===== src/rtl/ace_ccu_snoop_fanout.sv =====
// ace_ccu_snoop_fanout
//   Fans one upstream ACE snoop (AC) out to a masked set of cache snoop ports,
//   OR-merges their snoop responses (CR) into a single upstream CR, then
//   forwards the CD line of the lowest-indexed port that signalled
//   DataTransfer while draining and discarding CD lines from any other
//   ports that also signalled DataTransfer. Only one snoop is in flight.
//
// Ports
//   clk_i, rst_i              clock, asynchronous active-high reset
//   slv_req_*_i               upstream AC payload/valid, CR ready, CD ready
//   slv_resp_*_o              upstream AC ready, merged CR, forwarded CD
//   slv_mask_i                target port mask, sampled with the AC handshake
//   mst_reqs_*_o              per-port AC payload (packed) and valid, CR/CD ready
//   mst_resps_*_i             per-port AC ready, CR valid/resp, CD valid/data/last
module ace_ccu_snoop_fanout #(
  parameter int unsigned NoMstPorts  = 4,
  parameter int unsigned AcWidth     = 44,
  parameter int unsigned CdDataWidth = 64
) (
  input  logic                              clk_i,
  input  logic                              rst_i,
  input  logic [AcWidth-1:0]                slv_req_ac_i,
  input  logic                              slv_req_ac_valid_i,
  input  logic                              slv_req_cr_ready_i,
  input  logic                              slv_req_cd_ready_i,
  output logic                              slv_resp_ac_ready_o,
  output logic                              slv_resp_cr_valid_o,
  output logic [4:0]                        slv_resp_cr_resp_o,
  output logic                              slv_resp_cd_valid_o,
  output logic [CdDataWidth-1:0]            slv_resp_cd_data_o,
  output logic                              slv_resp_cd_last_o,
  input  logic [NoMstPorts-1:0]             slv_mask_i,
  output logic [NoMstPorts*AcWidth-1:0]     mst_reqs_ac_o,
  output logic [NoMstPorts-1:0]             mst_reqs_ac_valid_o,
  output logic [NoMstPorts-1:0]             mst_reqs_cr_ready_o,
  output logic [NoMstPorts-1:0]             mst_reqs_cd_ready_o,
  input  logic [NoMstPorts-1:0]             mst_resps_ac_ready_i,
  input  logic [NoMstPorts-1:0]             mst_resps_cr_valid_i,
  input  logic [NoMstPorts*5-1:0]           mst_resps_cr_resp_i,
  input  logic [NoMstPorts-1:0]             mst_resps_cd_valid_i,
  input  logic [NoMstPorts*CdDataWidth-1:0] mst_resps_cd_data_i,
  input  logic [NoMstPorts-1:0]             mst_resps_cd_last_i
);

  typedef enum logic [2:0] {IDLE, BCAST, COLLECT, RESP, DATA} state_t;

  state_t                  state_q, state_d;
  logic [AcWidth-1:0]      ac_q;
  logic [NoMstPorts-1:0]   mask_q, ac_done_q, cr_done_q, dt_mask_q, cd_done_q;
  logic [4:0]              cr_q, cr_merge;
  logic [NoMstPorts-1:0]   ac_hs, cr_hs, cd_last_hs, dt_new, src_oh, drain;

  // Every port sees the same latched snoop; only ac_valid is per-port.
  assign mst_reqs_ac_o = {NoMstPorts{ac_q}};

  // Source of the forwarded line: lowest-indexed DataTransfer port.
  always_comb begin
    logic found;
    found  = 1'b0;
    src_oh = '0;
    for (int unsigned i = 0; i < NoMstPorts; i++) begin
      if (dt_mask_q[i] && !found) begin
        src_oh[i] = 1'b1;
        found     = 1'b1;
      end
    end
  end

  assign drain = dt_mask_q & ~src_oh;

  // Merge all CRs accepted this cycle; several ports may complete together.
  always_comb begin
    cr_merge = cr_q;
    dt_new   = '0;
    for (int unsigned i = 0; i < NoMstPorts; i++) begin
      if (cr_hs[i]) begin
        cr_merge  = cr_merge | mst_resps_cr_resp_i[i*5 +: 5];
        dt_new[i] = mst_resps_cr_resp_i[i*5];
      end
    end
  end

  always_comb begin
    state_d             = state_q;
    slv_resp_ac_ready_o = 1'b0;
    slv_resp_cr_valid_o = 1'b0;
    slv_resp_cr_resp_o  = '0;
    slv_resp_cd_valid_o = 1'b0;
    slv_resp_cd_data_o  = '0;
    slv_resp_cd_last_o  = 1'b0;
    mst_reqs_ac_valid_o = '0;
    mst_reqs_cr_ready_o = '0;
    mst_reqs_cd_ready_o = '0;
    ac_hs               = '0;
    cr_hs               = '0;
    cd_last_hs          = '0;
    case (state_q)
      IDLE: begin
        // Gated so ac_ready is low for the whole reset pulse.
        slv_resp_ac_ready_o = ~rst_i;
        if (slv_req_ac_valid_i) begin
          state_d = (slv_mask_i == '0) ? RESP : BCAST;
        end
      end
      BCAST: begin
        mst_reqs_ac_valid_o = mask_q & ~ac_done_q;
        ac_hs               = mst_reqs_ac_valid_o & mst_resps_ac_ready_i;
        if ((ac_done_q | ac_hs) == mask_q) state_d = COLLECT;
      end
      COLLECT: begin
        mst_reqs_cr_ready_o = mask_q & ~cr_done_q;
        cr_hs               = mst_reqs_cr_ready_o & mst_resps_cr_valid_i;
        if ((cr_done_q | cr_hs) == mask_q) state_d = RESP;
      end
      RESP: begin
        slv_resp_cr_valid_o = 1'b1;
        slv_resp_cr_resp_o  = cr_q;
        if (slv_req_cr_ready_i) begin
          state_d = (dt_mask_q == '0) ? IDLE : DATA;
        end
      end
      DATA: begin
        for (int unsigned i = 0; i < NoMstPorts; i++) begin
          if (src_oh[i]) begin
            slv_resp_cd_valid_o    = mst_resps_cd_valid_i[i] & ~cd_done_q[i];
            slv_resp_cd_data_o     = mst_resps_cd_data_i[i*CdDataWidth +: CdDataWidth];
            slv_resp_cd_last_o     = mst_resps_cd_last_i[i];
            mst_reqs_cd_ready_o[i] = slv_req_cd_ready_i & ~cd_done_q[i];
          end else begin
            mst_reqs_cd_ready_o[i] = drain[i] & ~cd_done_q[i];
          end
        end
        cd_last_hs = mst_reqs_cd_ready_o & mst_resps_cd_valid_i & mst_resps_cd_last_i;
        if ((cd_done_q | cd_last_hs) == dt_mask_q) state_d = IDLE;
      end
      default: state_d = IDLE;
    endcase
  end

  // Handshake vectors are zero outside their own state, so the done/merge
  // registers can accumulate unconditionally between snoops.
  always_ff @(posedge clk_i or posedge rst_i) begin
    if (rst_i) begin
      state_q   <= IDLE;
      ac_q      <= '0;
      mask_q    <= '0;
      ac_done_q <= '0;
      cr_done_q <= '0;
      dt_mask_q <= '0;
      cd_done_q <= '0;
      cr_q      <= '0;
    end else begin
      state_q <= state_d;
      if (state_q == IDLE && slv_req_ac_valid_i) begin
        ac_q      <= slv_req_ac_i;
        mask_q    <= slv_mask_i;
        ac_done_q <= '0;
        cr_done_q <= '0;
        dt_mask_q <= '0;
        cd_done_q <= '0;
        cr_q      <= '0;
      end else begin
        ac_done_q <= ac_done_q | ac_hs;
        cr_done_q <= cr_done_q | cr_hs;
        dt_mask_q <= dt_mask_q | dt_new;
        cd_done_q <= cd_done_q | cd_last_hs;
        cr_q      <= cr_merge;
      end
    end
  end

endmodule


===== config.mk =====
export PLATFORM = sky130hd
export DESIGN_NAME = ace_ccu_snoop_fanout
export DESIGN_NICKNAME = d
export VERILOG_FILES = /design/src/rtl/ace_ccu_snoop_fanout.sv
export SDC_FILE = /design/constraint.sdc
export NUM_CORES = 1
export LEC_CHECK = 0
export ABC_AREA = 0
export BUFFER_PORTS_ARGS = -buffer_cell sky130_fd_sc_hd__buf_4
export CORE_AREA = 2 2 235 237
export CTS_CLUSTER_DIAMETER = 200
export DETAILED_ROUTE_END_ITERATION = 16
export DIE_AREA = 0 0 237 239
export GPL_ROUTABILITY_DRIVEN = 1
export RECOVER_POWER = 50
export SLEW_MARGIN = 25
export SYNTH_ARGS = -nofsm -noshare
export SYNTH_HDL_FRONTEND = slang
export SYNTH_SLANG_ARGS = --single-unit

===== constraint.sdc =====
create_clock -name clk_i -period 6.3 [get_ports clk_i]
set_input_delay 0.63 -clock clk_i [delete_from_list [all_inputs] [get_ports clk_i]]
set_output_delay 0.63 -clock clk_i [all_outputs]
set_load 0.02 [all_outputs]

==> results_dict.tcl <==
set metrics [dict create \
    core-area_mm2 0.0543 \
    async_reset_ff_share_pct 100 \
    num-fill-cells 6135 \
    synth-main-ff-cell "dfrtp_1" \
    path_max_fanout 74 \
    fin_tns_setup_ns 0 \
    hold_viol 0 \
    drv_slew 0 \
    p_int_uw 2280 \
    yosys_warnings 0 \
    drc 0 \
    cp-end-kind "primary output" \
    fin_crit_ns 3.52 \
    first_pass_iters 5 \
    grt_max_degree 95 \
    dp_cells 1856 \
    htreeDepth 3 \
    rsz0062_at_grt "no" \
    dieArea_mm2 0.0566 \
    final_common_cell "buf_4" \
    placed_area_mm2 0.0104 \
    wire_per_inst_um 18.0 \
    grt_pass1_vias 7059 \
    cts_num_sinks 72 \
    stdcell_area_mm2 0.0103 \
    powerDensity_mw_per_mm2 469 \
    finalClockSkew_ns 0.0115 \
    stdcell_count 1874 \
    postRouteAntennaNets 0 \
    p_clk_share_pct 12.1 \
    syn_nets 1069 \
    cts_buffers 9 \
    avgViaCountPerCell 4.00 \
    relSlewSlack_pct 36.4 \
    power_uw 4810 \
    yosys.area_share.simple_pct 16.5 \
    drtIter0Drc 441 \
    routed_wl_um 33700 \
    required_ns 5.67 \
    synth-seq-cells 72 \
    max_freq_mhz 284 \
    io_buffers 605 \
    synthesis.area_mm2 0.00618 \
    synth_top_family_by_area "compound AO/OA/AOI/OAI gates" \
    synthDistinctLibCells 43 \
    post_cts_resized 0 \
    seqPwrFrac_pct 22.0 \
    clkSlewWorstSetupHoldPaths_ns 0.06 \
    synth_enable_flop_cells 0 \
    post_cts_buffers 0 \
    hold_buffers 0 \
    combPwrFrac_pct 65.8 \
    grt_pass1_wl_um 46000 \
    switchingPower_uw 2540 \
    multi_input_area_mm2 0.00308 \
    hold_class "in -> async" \
    gp_congestion 0.800 \
    synth_xor_area_share_pct 0 \
    max_cap_viol_count 0 \
    synth_mux_area_share_pct 10.4 \
    seqCellArea_mm2 0.00181 \
    path_class "reg -> out" \
    row_count 86 \
    overflow 0 \
    ios 606 \
    peakVddDrop_mv 0.275 \
    worstMarginPinSlew_ns 0.948 \
    antenna_found_initial 6 \
    setup_viol 0 \
    syn_area_per_cell_um2 8.53 \
    clk_path_buf_depth 2 \
    area_delta_synth_final_pct 66.1 \
    min_period_over_period_pct 55.9 \
    worst_ep_arrival_time_ns 2.89 \
    die_w_um 237 \
    cts_tree "built" \
    drive_gt1_share_pct 47.7 \
    synth_compound_area_share_pct 22.6 \
    synth_adder_area_share_pct 0 \
    cts_root_buffer "clkbuf_16" \
    netSwitchingFraction_pct 52.7 \
    die-height_um 239 \
    leakage_uw 0.00460 \
    status "completed" \
    nets 1508 \
    clkLatencyLatePin_ns 0.35 \
    start_util_pct 11.4 \
    syn-instance-count 724 \
    gr-usage-all-layers_pct 11.0 \
    synth-seq-area-share_pct 29.2 \
    hpwl_um 27200 \
    start_kind "flop" \
    vias 7491 \
    final_cell_mix "buf_4 (482), nor2_1 (163), clkbuf_1 (132)" \
]
## through the flow
stage	utilization [%]	hold WS, ns	setup WS [ns]
after global placement	19.2	0.504	3.13
after detailed placement	19.2	0.517	3.03
after CTS	19.8	0.253	2.63
after global routing	18.9	0.474	2.50
after floorplan	-	0.479	3.85
final	18.9	0.490	2.78
## flip-flops by register name (all words and copies together), names as in the netlist
name	flops
ac_q	44
cr_q	5
ac_done_q	4
cd_done_q	4
cr_done_q	4
dt_mask_q	4
mask_q	4
state_q	3
## logic make-up after synthesis
| family | Yosys count |
|---|---|
| and+or+nand+nor | 227 |
| buffers and inverters | 199 |
| AOI/OAI and AO/OA | 179 |
| DFF | 72 |
| muxes | 47 |
## worst paths after layout
path / from / end / slack [ns] / cells after the start
max in group asynchronous: rst_i / dt_mask_q[0] / 4.53 / 3
max reg2reg: state_q[1] / cd_done_q[2] / 4.27 / 6
min in group clk_i: slv_req_ac_i[7] / ac_q[7] / 0.49 / 2
max: dt_mask_q[1] / slv_resp_cd_data_o[3] / 2.78 / 8
min: rst_i / ac_q[36] / 0.49 / 2
min reg2reg: cr_done_q[1] / cr_done_q[1] / 0.52 / 2
## critical path, cell delays in order, from the launching register on
cell,delay [ns]
dfrtp_2,0.34
buf_4,0.66
nor2b_4,0.05
buf_4,0.33
a22oi_1,0.27
nor2_1,0.06
a221oi_1,0.46
nor2_1,0.09
buf_4,0.20
## power by group through the flow
stage / registers (µW) / clock network [µW] / logic (µW)
2_1_floorplan: 1080 / 0 / 2600
3_3_place_gp: 1070 / 0 / 3530
3_5_place_dp: 1080 / 0 / 3550
4_1_cts: 1080 / 621 / 3550
5_1_grt: 1110 / 632 / 3400
6_report: 1060 / 585 / 3170
## per-layer routing
layer	GRT usage (%)	part of all wire [%]
met5	0	0.10
met4	5.54	4.0
met3	2.77	8.8
met2	20.4	52
met1	11.5	35
## Yosys cell counts (all sizes together) (5+ instances only)
library cell / count / area [µm²]
a21oi: 22 / 114
a221oi: 66 / 578
a222oi: 6 / 60.1
a22oi: 65 / 488
a31oi: 6 / 37.5
and2: 5 / 31.3
buf: 171 / 1210
clkbuf: 14 / 52.6
dfrtp: 72 / 1800
inv: 14 / 52.6
mux2: 47 / 642
nand2: 16 / 67.6
nand2b: 7 / 43.8
nand3: 7 / 35.0
nor2: 164 / 623
nor2b: 8 / 50.1
nor3: 10 / 75.1
## layout make-up
class,count,share of cell area (%)
Antenna cell,2,0.0488
Clock buffer,12,2.50
Clock inverter,4,0.744
Inverter,14,0.524
Multi-Input combinational cell,453,30.0
Sequential cell,72,17.6
Tap cell,704,8.58
Timing Repair Buffer,613,40.0
Power figures use the tool's default switching activity.
